==> config.mk <==
export PLATFORM = sky130hd
export DESIGN_NAME = cpu_ctrl_fsm
export DESIGN_NICKNAME = d
export VERILOG_FILES = /design/src/rtl/cpu_ctrl_fsm.sv
export SDC_FILE = /design/constraint.sdc
export NUM_CORES = 1
export LEC_CHECK = 0
export BUFFER_PORTS_ARGS = -buffer_cell sky130_fd_sc_hd__buf_2
export CAP_MARGIN = 10
export CELL_PAD_IN_SITES_DETAIL_PLACEMENT = 0
export CELL_PAD_IN_SITES_GLOBAL_PLACEMENT = 1
export CORE_MARGIN = 2
export CORE_UTILIZATION = 37
export DETAILED_ROUTE_END_ITERATION = 8
export GPL_ROUTABILITY_DRIVEN = 0
export HOLD_SLACK_MARGIN = 0.03
export PLACE_DENSITY_LB_ADDON = 0.1
export SETUP_SLACK_MARGIN = 0.4
export SYNTH_ARGS = -nofsm -noshare
export SYNTH_HDL_FRONTEND = slang
export SYNTH_SLANG_ARGS = --single-unit
==> constraint.sdc <==
create_clock -name clk -period 2.9 [get_ports clk]
set_clock_uncertainty 0.05 [all_clocks]
set_input_delay 0 -clock clk [delete_from_list [all_inputs] [get_ports clk]]
set_output_delay 0 -clock clk [all_outputs]
set_load 0.05 [all_outputs]
==> src/rtl/cpu_ctrl_fsm.sv <==
// cpu_ctrl_fsm: fetch/decode/execute sequencer for the 8-bit accumulator CPU.
// Three cycles per instruction. Strobes fire only in EXEC. HALT is left only
// through reset.
module cpu_ctrl_fsm #(
  parameter logic [7:0] RESET_PC   = 8'h00,
  parameter bit         AUTO_START = 1'b0
) (
  input  logic       clk,
  input  logic       rst_n,
  input  logic       start,
  input  logic [7:0] instr,
  output logic [7:0] pc,
  output logic       acc_we,
  output logic [1:0] acc_sel,
  output logic       alu_op,
  output logic       reg_we,
  output logic [3:0] reg_addr,
  output logic [3:0] imm,
  output logic       halted,
  output logic       illegal
);

  localparam logic [2:0] S_IDLE   = 3'd0;
  localparam logic [2:0] S_FETCH  = 3'd1;
  localparam logic [2:0] S_DECODE = 3'd2;
  localparam logic [2:0] S_EXEC   = 3'd3;
  localparam logic [2:0] S_HALT   = 3'd4;

  localparam logic [7:0] HALT_INSTR = 8'hF0;

  logic [2:0] r_state;
  logic [2:0] w_next_state;
  logic [7:0] r_pc;
  logic [7:0] r_ir;
  logic       r_illegal;

  logic [3:0] w_opcode;
  logic [3:0] w_operand;
  logic       w_in_decode_exec;
  logic       w_in_exec;

  logic       w_dec_acc_we;
  logic       w_dec_reg_we;
  logic [1:0] w_dec_acc_sel;
  logic       w_dec_alu_op;
  logic       w_dec_illegal;

  assign w_opcode         = r_ir[7:4];
  assign w_operand        = r_ir[3:0];
  assign w_in_exec        = (r_state == S_EXEC);
  assign w_in_decode_exec = (r_state == S_DECODE) || w_in_exec;

  // Instruction decode; the HALT byte and NOP decode to no strobes.
  always_comb begin
    w_dec_acc_we  = 1'b0;
    w_dec_reg_we  = 1'b0;
    w_dec_acc_sel = 2'd0;
    w_dec_alu_op  = 1'b0;
    w_dec_illegal = 1'b0;
    case (w_opcode)
      4'h0: ;
      4'h1: begin
        w_dec_acc_we  = 1'b1;
        w_dec_acc_sel = 2'd1;
      end
      4'h2: begin
        w_dec_acc_we  = 1'b1;
        w_dec_acc_sel = 2'd1;
        w_dec_alu_op  = 1'b1;
      end
      4'h8: begin
        w_dec_acc_we  = 1'b1;
        w_dec_acc_sel = 2'd2;
      end
      4'h9: w_dec_reg_we = 1'b1;
      4'hA: begin
        w_dec_acc_we  = 1'b1;
        w_dec_acc_sel = 2'd0;
      end
      4'hF: w_dec_illegal = (w_operand != 4'h0);
      default: w_dec_illegal = 1'b1;
    endcase
  end

  // Next-state sequencing: IDLE -> FETCH -> DECODE -> EXEC -> FETCH/HALT.
  always_comb begin
    w_next_state = r_state;
    case (r_state)
      S_IDLE:   if (start || AUTO_START) w_next_state = S_FETCH;
      S_FETCH:  w_next_state = S_DECODE;
      S_DECODE: w_next_state = S_EXEC;
      S_EXEC:   w_next_state = (r_ir == HALT_INSTR) ? S_HALT : S_FETCH;
      S_HALT:   w_next_state = S_HALT;
      default:  w_next_state = S_IDLE;
    endcase
  end

  // State register.
  always_ff @(posedge clk) begin
    if (!rst_n) r_state <= S_IDLE;
    else        r_state <= w_next_state;
  end

  // Fetch: latch the ROM byte and advance pc (wraps naturally at 8 bits).
  always_ff @(posedge clk) begin
    if (!rst_n) begin
      r_pc <= RESET_PC;
      r_ir <= 8'h00;
    end else if (r_state == S_FETCH) begin
      r_pc <= r_pc + 8'd1;
      r_ir <= instr;
    end
  end

  // Sticky illegal-opcode flag, cleared only by reset.
  always_ff @(posedge clk) begin
    if (!rst_n)                          r_illegal <= 1'b0;
    else if (w_in_exec && w_dec_illegal) r_illegal <= 1'b1;
  end

  // Operand fields and selects are held from DECODE through EXEC; strobes
  // are gated to EXEC. illegal shows in the offending EXEC cycle itself.
  assign pc       = r_pc;
  assign acc_we   = w_in_exec & w_dec_acc_we;
  assign reg_we   = w_in_exec & w_dec_reg_we;
  assign acc_sel  = w_in_decode_exec ? w_dec_acc_sel : 2'd0;
  assign alu_op   = w_in_decode_exec ? w_dec_alu_op  : 1'b0;
  assign reg_addr = w_in_decode_exec ? w_operand     : 4'd0;
  assign imm      = w_in_decode_exec ? w_operand     : 4'd0;
  assign halted   = (r_state == S_HALT);
  assign illegal  = r_illegal | (w_in_exec & w_dec_illegal);

endmodule
==> results of run 1 <==
[routing by layer]
| metal | track usage | up-vias | routed length (µm) |
|---|---|---|---|
| li1 | - | 491 | - |
| met1 | 0.217 | 416 | 1140 |
| met2 | 0.193 | 29 | 907 |
| met3 | 0.0372 | 2 | 137 |
| met4 | 0.0204 | 0 | 15 |
| met5 | 0 | - | 0 |
[placed cells by master (no fill, tap or decap), drive strengths merged, types with 4 or more instances in the layout]
cell type    count
buf             33
nand2           23
dfxtp           20
a21oi           14
dlygate4sd3     10
nand2b           5
xnor2            5
nor2             5
and2             4
[state kept, by name, indices dropped and copies added (netlist names)]
register	flops
pc	8
r_illegal	1
r_ir	8
r_state	3
[worst max-delay path: cells and delay by family (launching register included)]
kind,cells,cell delay [ns]
AOI/OAI and AO/OA,2,0.45
DFF,1,0.43
and+or+nand+nor,1,0.63
buffers and inverters,1,0.22
[kinds of logic after synthesis]
kind of cell,synth area share
flops,0.399
compound gates,0.125
xor+xnor,0.0437
mux,0.0200
fa+ha+maj,0.0125
buf+inv,0.0724
simple gates,0.327
[cell type report]
type / instances / area, µm²
clock buffers: 3 / 22.5
fillers: 274 / 1260
inverters: 2 / 7.51
multi-input cells: 90 / 529
flip-flops and latches: 20 / 400
well taps: 30 / 37.5
repair buffers: 43 / 265
[stage by stage]
stage | instances | power, mW
after CTS | 188 | 0.618
after floorplan | 122 | 0.456
after global placement | 175 | 0.479
after global routing | 188 | 0.652
after detailed placement | 175 | 0.481
final | 188 | 0.611
[power by group]
group	internal, mW	switching, mW
clock	0.0483	0.0782
sequential	0.296	0.0322
combinational	0.0591	0.0975
total	0.403	0.208
[worst paths after layout]
kind / start / endpoint / cells after the start
worst max-delay path: r_ir[7] / illegal / 4
worst min-delay path: r_illegal / r_illegal / 2
worst max register to register: r_state[0] / pc[7] / 3
worst min register to register: r_illegal / r_illegal / 2
==> reports/qor.txt, run 1 <==
Outcome = finished clean
Class of the tightest hold or removal check = register to register
Most common library cells after synthesis = 23 x sky130_fd_sc_hd__nand2_1, 20 x sky130_fd_sc_hd__dfxtp_1, 14 x sky130_fd_sc_hd__a21oi_1
Top cells by area, synth = sky130_fd_sc_hd__dfxtp_1 40%, sky130_fd_sc_hd__nand2_1 8.6%, sky130_fd_sc_hd__a21oi_1 7.0%
Number of nets produced by synthesis = 134
Vertical die dimension = 56.0 µm
Max-cap viol count = 0
Initial DRC count = 27
Share of the synthesized area in the top cell type = 0.400
Number of nets with antenna violations after detailed routing = 0
Number of enable flip-flop cells after synthesis = 0
Via count of the first global-routing pass = 748
Level count of the clock H-tree = 1
Share of post-route cells with drive strength above 1 = 0.247
Final hold violation count = 0
Die area = 3140 µm²
Minimum clock period = 2.07 ns
Final net count = 172
Worst hold slack after final layout = 0.413 ns
Detailed-route vias per instance = 4.99
Maximum buffer depth of the clock tree = 2
Half-perimeter wire length of the detailed placement result = 1600 µm
Post-route cell area = 1260 µm²
Max stage delay cell, worst path = sky130_fd_sc_hd__or4b_2
Antenna diode count = 0
Routed Wire Length = 2200 µm
Pin count of the biggest net entering global routing = 16
TritonCTS Buffers = 3
Sinks on Clock Net = 20
Setup repair after global routing missed its margin = no
Required time of the critical path = 2.85 ns
Most repeated cell in the gate-level netlist after synthesis = sky130_fd_sc_hd__nand2_1
GRT Residual Overflow = 0
Post-cts resize count = 0
DRC viols = 0
Worst path max stage delay = 0.63 ns
Post-detailed-placement cell area = 1140 µm²
Data arrival at the endpoint of the critical path = 2.02 ns
Primary flip-flop cell chosen by synthesis mapping = sky130_fd_sc_hd__dfxtp_1
Count of cell types in the netlist = 34
Core outline area = 2520 µm²
Count of yosys warnings during synthesis = 0
Number of cell rows = 18
Critical path fanouts, max = 6
Placement Setup Slack = 1.02 ns
Final worst setup slack = 0.832 ns
IO Count = 34
CTS tree = yes
Final total negative setup slack = 0 ns
Initial core utilization = 0.397
Buffers inserted by post-CTS timing repair = 0
Cell-by-cell trace of the critical path = or4b_2 > o21ai_0 > o21bai_1 > buf_2
Cts hold-fix bufs = 10
Number of pins with negative max-slew slack in the final report = 0
Relative area change from synthesis to final layout = 26.0%
Leakage = 0.539 nW
Antenna violations before repair = 0
Tightest slew margin relative to the limit = 0.546
Source-to-sink clock delay at the later pin of the worst-skew pair = 0.29 ns
Post-synth top area cell = sky130_fd_sc_hd__dfxtp_1
First-pass GRT wire length = 3580 µm
Post-Synthesis Cell Area = 1000 µm²
Highest attainable clock frequency = 484 MHz
Reg2Reg Setup Slack = 0.97 ns
X dimension of the die = 56.0 µm
Final worst-path cycle share = 0.713
Worst-margin pin slew = 0.678 ns
Length of the first detailed-routing pass in iterations = 4
Yosys reg bits = 20
IO Port Bufs = 33
Share of synthesized area occupied by flip-flops and latches = 0.400
Fraction of registers with async set or reset after synthesis = 0
Clock Pin Slew Worst Setup and Hold Paths = 0.11 ns
Share of the core filled with cells in the final layout = 0.500
Endpoint kind of the worst setup timing path = primary output
Setup CP Type = register to primary output
Cell count after synthesis = 122
Global-route total usage across every layer = 0.140
Wirelength per Cell = 11.7 µm
Root cell of the clock tree = sky130_fd_sc_hd__clkbuf_4
Total power per unit cell area = 484 nW/µm²
Number of vias after detailed routing = 938
IR Drop Worst-Case VDD = 0.429 mV
Setup-failing EPs final = 0
Syn_area_per_cell = 8.21 µm²
Kind of start point of the critical path = register
(Power assumes the default switching activity.)
==> inputs of run 2 (changes only) <==
ABC_AREA = 1   (was not set)
CORE_UTILIZATION = 30   (was 37)
clock period = 1.9 ns   (was 2.9 ns; I/O delays follow)
==> run 2 against run 1 <==
Effect of this change: combinational power grew 44%; sequential power rose by 48%; global-route usage down 0.74 points; critical path type unchanged; highest routed layer unchanged; synthesized cell count increased by 25%; clock-buffer cell count rose by 1; sequential cell count unchanged; routed wire length increased by 17%.
==> reports/qor.txt, run 2 <==
Initial core utilization = 0.311
Antenna diode count = 0
Maximum buffer depth of the clock tree = 2
Via count of the first global-routing pass = 1,003
Most common library cells after synthesis = 32 x sky130_fd_sc_hd__nand2_1, 25 x sky130_fd_sc_hd__inv_1, 24 x sky130_fd_sc_hd__nor2_1
Root cell of the clock tree = sky130_fd_sc_hd__clkbuf_4
Post-route cell area = 1390 µm²
Antenna violations before repair = 0
Data arrival at the endpoint of the critical path = 1.38 ns
Initial DRC count = 42
IO Port Bufs = 33
Class of the tightest hold or removal check = register to register
Number of cell rows = 21
Highest attainable clock frequency = 697 MHz
Yosys reg bits = 20
Detailed-route vias per instance = 4.41
Share of post-route cells with drive strength above 1 = 0.290
IO Count = 34
Critical path fanouts, max = 4
Die area = 3910 µm²
Minimum clock period = 1.43 ns
Relative area change from synthesis to final layout = 35.5%
Placement Setup Slack = 0.563 ns
Final total negative setup slack = 0 ns
Final hold violation count = 0
Fraction of registers with async set or reset after synthesis = 0
Endpoint kind of the worst setup timing path = primary output
Most common cell after layout, fill and taps aside = sky130_fd_sc_hd__nand2_1
Total design power = 969 µW
Commonest cells after routing, fill and taps aside = 30 x sky130_fd_sc_hd__nand2_1, 27 x sky130_fd_sc_hd__buf_2, 24 x sky130_fd_sc_hd__nor2_1
Post-Synthesis Cell Area = 1030 µm²
GRT Residual Overflow = 0
Most repeated cell in the gate-level netlist after synthesis = sky130_fd_sc_hd__nand2_1
First-pass GRT wire length = 4220 µm
Half-perimeter wire length of the detailed placement result = 1740 µm
Setup CP Type = register to primary output
DRC viols = 0
Final worst-path cycle share = 0.755
Worst hold start = r_illegal
Terminating pin of the worst hold path = r_illegal
Post-detailed-placement cell area = 1180 µm²
Post-synth top area cell = sky130_fd_sc_hd__dfxtp_1
Number of nets produced by synthesis = 164
Required time of the critical path = 1.85 ns
Worst-margin pin slew = 0.293 ns
Pin count of the biggest net entering global routing = 22
Number of enable flip-flop cells after synthesis = 0
# fillers = 390
Core outline area = 3310 µm²
Length of the first detailed-routing pass in iterations = 4
Sinks on Clock Net = 20
Clock Pin Slew Worst Setup and Hold Paths = 0.12 ns
Leakage = 0.647 nW
Primary flip-flop cell chosen by synthesis mapping = sky130_fd_sc_hd__dfxtp_1
Worst reg2reg startpoint = r_state[1]
Sequential cell area = 407 µm²
Number of vias after detailed routing = 1,053
Multi-input logic area = 508 µm²
Setup repair after global routing missed its margin = yes
CTS tree = yes
Tightest slew margin relative to the limit = 0.805
Cell count after synthesis = 152
Outcome = finished clean
X dimension of the die = 62.6 µm
Reg2Reg Setup Slack = 0.64 ns
Count of yosys warnings during synthesis = 0
Non-Filler Instances = 239
Wirelength per Cell = 10.8 µm
Number of nets with antenna violations after detailed routing = 0
Final net count = 206
Final worst setup slack = 0.466 ns
IR Drop Worst-Case VDD = 0.343 mV
R2R cell count = 6
Routed Wire Length = 2570 µm
Kind of start point of the critical path = register
Level count of the clock H-tree = 1
Worst R2R End = pc[6]
Top cells by area, synth = sky130_fd_sc_hd__dfxtp_1 39%, sky130_fd_sc_hd__nand2_1 12%, sky130_fd_sc_hd__inv_1 9.1%
Global-route total usage across every layer = 0.132
Total power per unit cell area = 696 nW/µm²
Setup-failing EPs final = 0
Syn_area_per_cell = 6.77 µm²
TritonCTS Buffers = 3
Number of pins with negative max-slew slack in the final report = 0
Worst hold slack after final layout = 0.417 ns
Count of cell types in the netlist = 19
Max-cap viol count = 0
Source-to-sink clock delay at the later pin of the worst-skew pair = 0.30 ns
Number of cells on the worst hold path = 2
Number of placed instances, taps included = 223
Share of synthesized area occupied by flip-flops and latches = 0.389
Vertical die dimension = 62.6 µm
Share of the synthesized area in the top cell type = 0.389
Share of the core filled with cells in the final layout = 0.421
run 2: cell types whose count changed in the layout (fill, tap and decap cells not counted), sizes merged, moves of 3 or more:
| cell | change |
|---|---|
| and2 | -4 |
| inv | +23 |
| nand2 | +9 |
| nand2b | -5 |
| nand3 | +3 |
| nand4 | +3 |
| nor2 | +21 |
| nor4 | -3 |
| o21ai | +9 |
| xnor2 | -5 |
run 2: timing repair:
action,in CTS,in global routing
setup endpoints to repair,13,14
buffers inserted,0,1
hold endpoints to repair,16,0
gates cloned,0,1
hold buffers,10,0
pin swaps,0,5
resized for setup,8,15
run 2: cell families (layout without fill, tap and decap cells):
| group | count (synthesis) | after routing | synth area share |
|---|---|---|---|
| and+or+nand+nor | 70 | 71 | 0.299 |
| adders and majority gates | 1 | 1 | 0.0122 |
| AOI/OAI and AO/OA | 28 | 28 | 0.139 |
| DFF | 20 | 20 | 0.389 |
| buffers and inverters | 33 | 73 | 0.161 |
run 2: where the power goes:
| group | internal [mW] | total [mW] | switching [mW] |
|---|---|---|---|
| Sequential | 0.452 | 0.487 | 0.0350 |
| Combinational | 0.0758 | 0.226 | 0.150 |
| Clock | 0.117 | 0.256 | 0.139 |
run 2: worst max-delay path by stage:
| stage | startpoint | to | slack, ns |
|---|---|---|---|
| floorplan | r_state[2] | reg_addr[3] | 0.23 |
| global placement | r_state[0] | pc[5] | 0.61 |
| detailed placement | r_state[0] | pc[5] | 0.56 |
| CTS | r_state[2] | illegal | 0.35 |
| global route | r_ir[1] | illegal | 0.35 |
| finish | r_ir[6] | illegal | 0.47 |
run 2: layout make-up:
| cell class | instances | area share |
|---|---|---|
| Clock buffer | 4 | 0.0260 |
| Inverter | 25 | 0.0673 |
| Multi-Input combinational cell | 100 | 0.364 |
| Sequential cell | 20 | 0.292 |
| Tap cell | 46 | 0.0413 |
| Timing Repair Buffer | 44 | 0.209 |
run 2: layer usage:
metal,global-route usage,vias up,share of wire
met5,0,-,0
met4,0.0333,0,0.0066
met3,0.0432,2,0.053
met2,0.241,27,0.49
met1,0.147,466,0.45
li1,-,558,-
run 2: critical path, stage by stage, from the launching register on:
cell and delay, ns:
sky130_fd_sc_hd__dfxtp_2 0.39, sky130_fd_sc_hd__nand2_2 0.08, sky130_fd_sc_hd__nor3_4 0.21, sky130_fd_sc_hd__nand2_1 0.10, sky130_fd_sc_hd__nand2_1 0.09, sky130_fd_sc_hd__nand2_1 0.07
sky130_fd_sc_hd__buf_6 0.15
==> inputs of run 3 (changes only) <==
ABC_AREA = 0   (was 1)
CORE_UTILIZATION = 31   (was 30)
clock period = 1.2 ns   (was 1.9 ns; I/O delays follow)
==> run 3 against run 2 <==
Effect of this change: sequential share of layout area is 9.8 points lower; sequential cell count stayed put; die area is 5.3% lower; via count is 10% higher; critical path type unchanged; first-iteration DRC count is 60% lower; cell count is 4.2% higher; clock-buffer cell count stayed put; the run now ends with negative setup slack left; combinational power grew to 4.4 times the previous value; non-clock buffer count is 45 higher.
==> reports/qor.txt, run 3 (synthesized netlist as in run 1, its figures left out) <==
Outcome = finished, violations left
Failing checks = negative setup slack
Most common cell after layout, fill and taps aside = sky130_fd_sc_hd__buf_6
CTS tree = yes
First-pass GRT wire length = 4980 µm
Antenna violations before repair = 0
Level count of the clock H-tree = 1
Reg2Reg Setup Slack = -0.30 ns
Antenna diode count = 0
Worst hold start = instr[4]
Max-cap viol count = 0
Vertical die dimension = 60.9 µm
Tightest slew margin relative to the limit = 0.790
Endpoint kind of the worst setup timing path = primary output
Via count of the first global-routing pass = 1,108
Global-route total usage across every layer = 0.181
Core outline area = 3050 µm²
IO Count = 34
Half-perimeter wire length of the detailed placement result = 1950 µm
Source-to-sink clock delay at the later pin of the worst-skew pair = 0.30 ns
Number of pins with negative max-slew slack in the final report = 0
Final hold violation count = 0
Number of cell rows = 20
Critical path fanouts, max = 2
IR Drop Worst-Case VDD = 0.591 mV
Pin count of the biggest net entering global routing = 15
Leakage = 0.928 nW
Number of nets with antenna violations after detailed routing = 0
Final total negative setup slack = -7.30 ns
Minimum clock period = 1.63 ns
Initial DRC count = 17
Sinks on Clock Net = 20
Relative area change from synthesis to final layout = 120%
Total power per unit cell area = 1010 nW/µm²
Final net count = 218
Die area = 3700 µm²
TritonCTS Buffers = 3
Share of post-route cells with drive strength above 1 = 0.668
Maximum buffer depth of the clock tree = 2
Setup-failing EPs final = 35
DRC viols = 0
X dimension of the die = 60.9 µm
Setup repair after global routing missed its margin = yes
Final worst setup slack = -0.430 ns
Class of the tightest hold or removal check = input pin to register
Worst setup startpoint = r_ir[3]
Total design power = 2.23 mW
Worst reg2reg startpoint = r_state[2]
Data arrival at the endpoint of the critical path = 1.58 ns
Root cell of the clock tree = sky130_fd_sc_hd__clkbuf_4
Highest attainable clock frequency = 614 MHz
Initial core utilization = 0.328
Commonest cells after routing, fill and taps aside = 30 x sky130_fd_sc_hd__buf_6, 22 x sky130_fd_sc_hd__buf_4, 19 x sky130_fd_sc_hd__nand2_1
Setup CP Type = register to primary output
GRT Residual Overflow = 0
Kind of start point of the critical path = register
Number of vias after detailed routing = 1,162
Clock Pin Slew Worst Setup and Hold Paths = 0.12 ns
Wirelength per Cell = 13.1 µm
IO Port Bufs = 33
Worst path max stage delay = 0.55 ns
Detailed-route vias per instance = 4.67
Max stage delay cell, worst path = sky130_fd_sc_hd__or4b_4
Length of the first detailed-routing pass in iterations = 4
Required time of the critical path = 1.15 ns
Cell-by-cell trace of the critical path = or4b_4 > o21ai_4 > o21bai_2 > buf_6
Routed Wire Length = 3260 µm
Worst-margin pin slew = 0.312 ns
Final worst-path cycle share = 1.36
-- run 3: cell types whose count changed in the layout (fill, tap and decap cells not counted), moves of 4 or more --
cell | previous run | this run
sky130_fd_sc_hd__nor2_1 | 24 | 4
sky130_fd_sc_hd__nand2b_1 | 0 | 4
sky130_fd_sc_hd__buf_6 | 1 | 30
sky130_fd_sc_hd__buf_4 | 6 | 22
sky130_fd_sc_hd__dfxtp_2 | 5 | 12
sky130_fd_sc_hd__dfxtp_1 | 15 | 5
sky130_fd_sc_hd__buf_2 | 27 | 10
sky130_fd_sc_hd__a21oi_1 | 15 | 7
sky130_fd_sc_hd__buf_8 | 0 | 17
sky130_fd_sc_hd__a21oi_2 | 1 | 7
sky130_fd_sc_hd__o21ai_0 | 10 | 0
sky130_fd_sc_hd__nand2_1 | 30 | 19
sky130_fd_sc_hd__inv_1 | 23 | 1
sky130_fd_sc_hd__and2_4 | 0 | 4
-- run 3: per-stage QoR --
step,hold WS [ns],setup slack [ns],instance area [µm²],std cells,util
6_report,0.419,-0.430,2200,249,0.721
5_1_grt,0.414,-0.470,2200,249,0.721
4_1_cts,0.410,-0.426,2000,239,0.657
3_5_place_dp,0.199,-0.389,1420,214,0.466
3_3_place_gp,0.194,-0.388,1420,214,0.466
2_1_floorplan,0.0627,-0.362,1120,122,-
-- run 3: final timing paths --
path / end / depth (start not counted)
max: illegal / 4
min: r_ir[4] / 4
max reg2reg: pc[5] / 3
min reg2reg: r_illegal / 2
-- run 3: power by group --
group | total (mW) | switching (mW) | internal (mW)
clock | 0.476 | 0.222 | 0.254
combinational | 0.998 | 0.476 | 0.522
sequential | 0.752 | 0.0313 | 0.721
-- run 3: routing by layer --
metal	global-route usage	vias up	share of wire
met1	0.241	543	0.43
li1	-	586	-
met3	0.0192	2	0.033
met5	0	-	0
met2	0.310	31	0.53
met4	0.0559	0	0.0058
-- run 3: critical path: cells and delay by family, from the launching register on --
kind / cells / cell delay [ns]
compound gates: 2 / 0.23
simple gates: 1 / 0.55
flops: 1 / 0.34
buf+inv: 1 / 0.15
-- run 3: what timing repair did --
item                       CTS  global route
hold buffers                10             0
hold endpoints to repair    14             0
setup endpoints to repair   43            43
pin swaps                   14            17
gates resized for setup    102            32
buffers inserted            11             9
gates cloned                 0             1
-- run 3: final cells by class --
| cell class | count | area (µm²) |
|---|---|---|
| clock buffer | 4 | 47.5 |
| fill | 222 | 851 |
| inverter | 2 | 10.0 |
| multi-input combinational | 90 | 754 |
| sequential | 20 | 427 |
| tap | 44 | 55.1 |
| timing repair buffer | 89 | 908 |
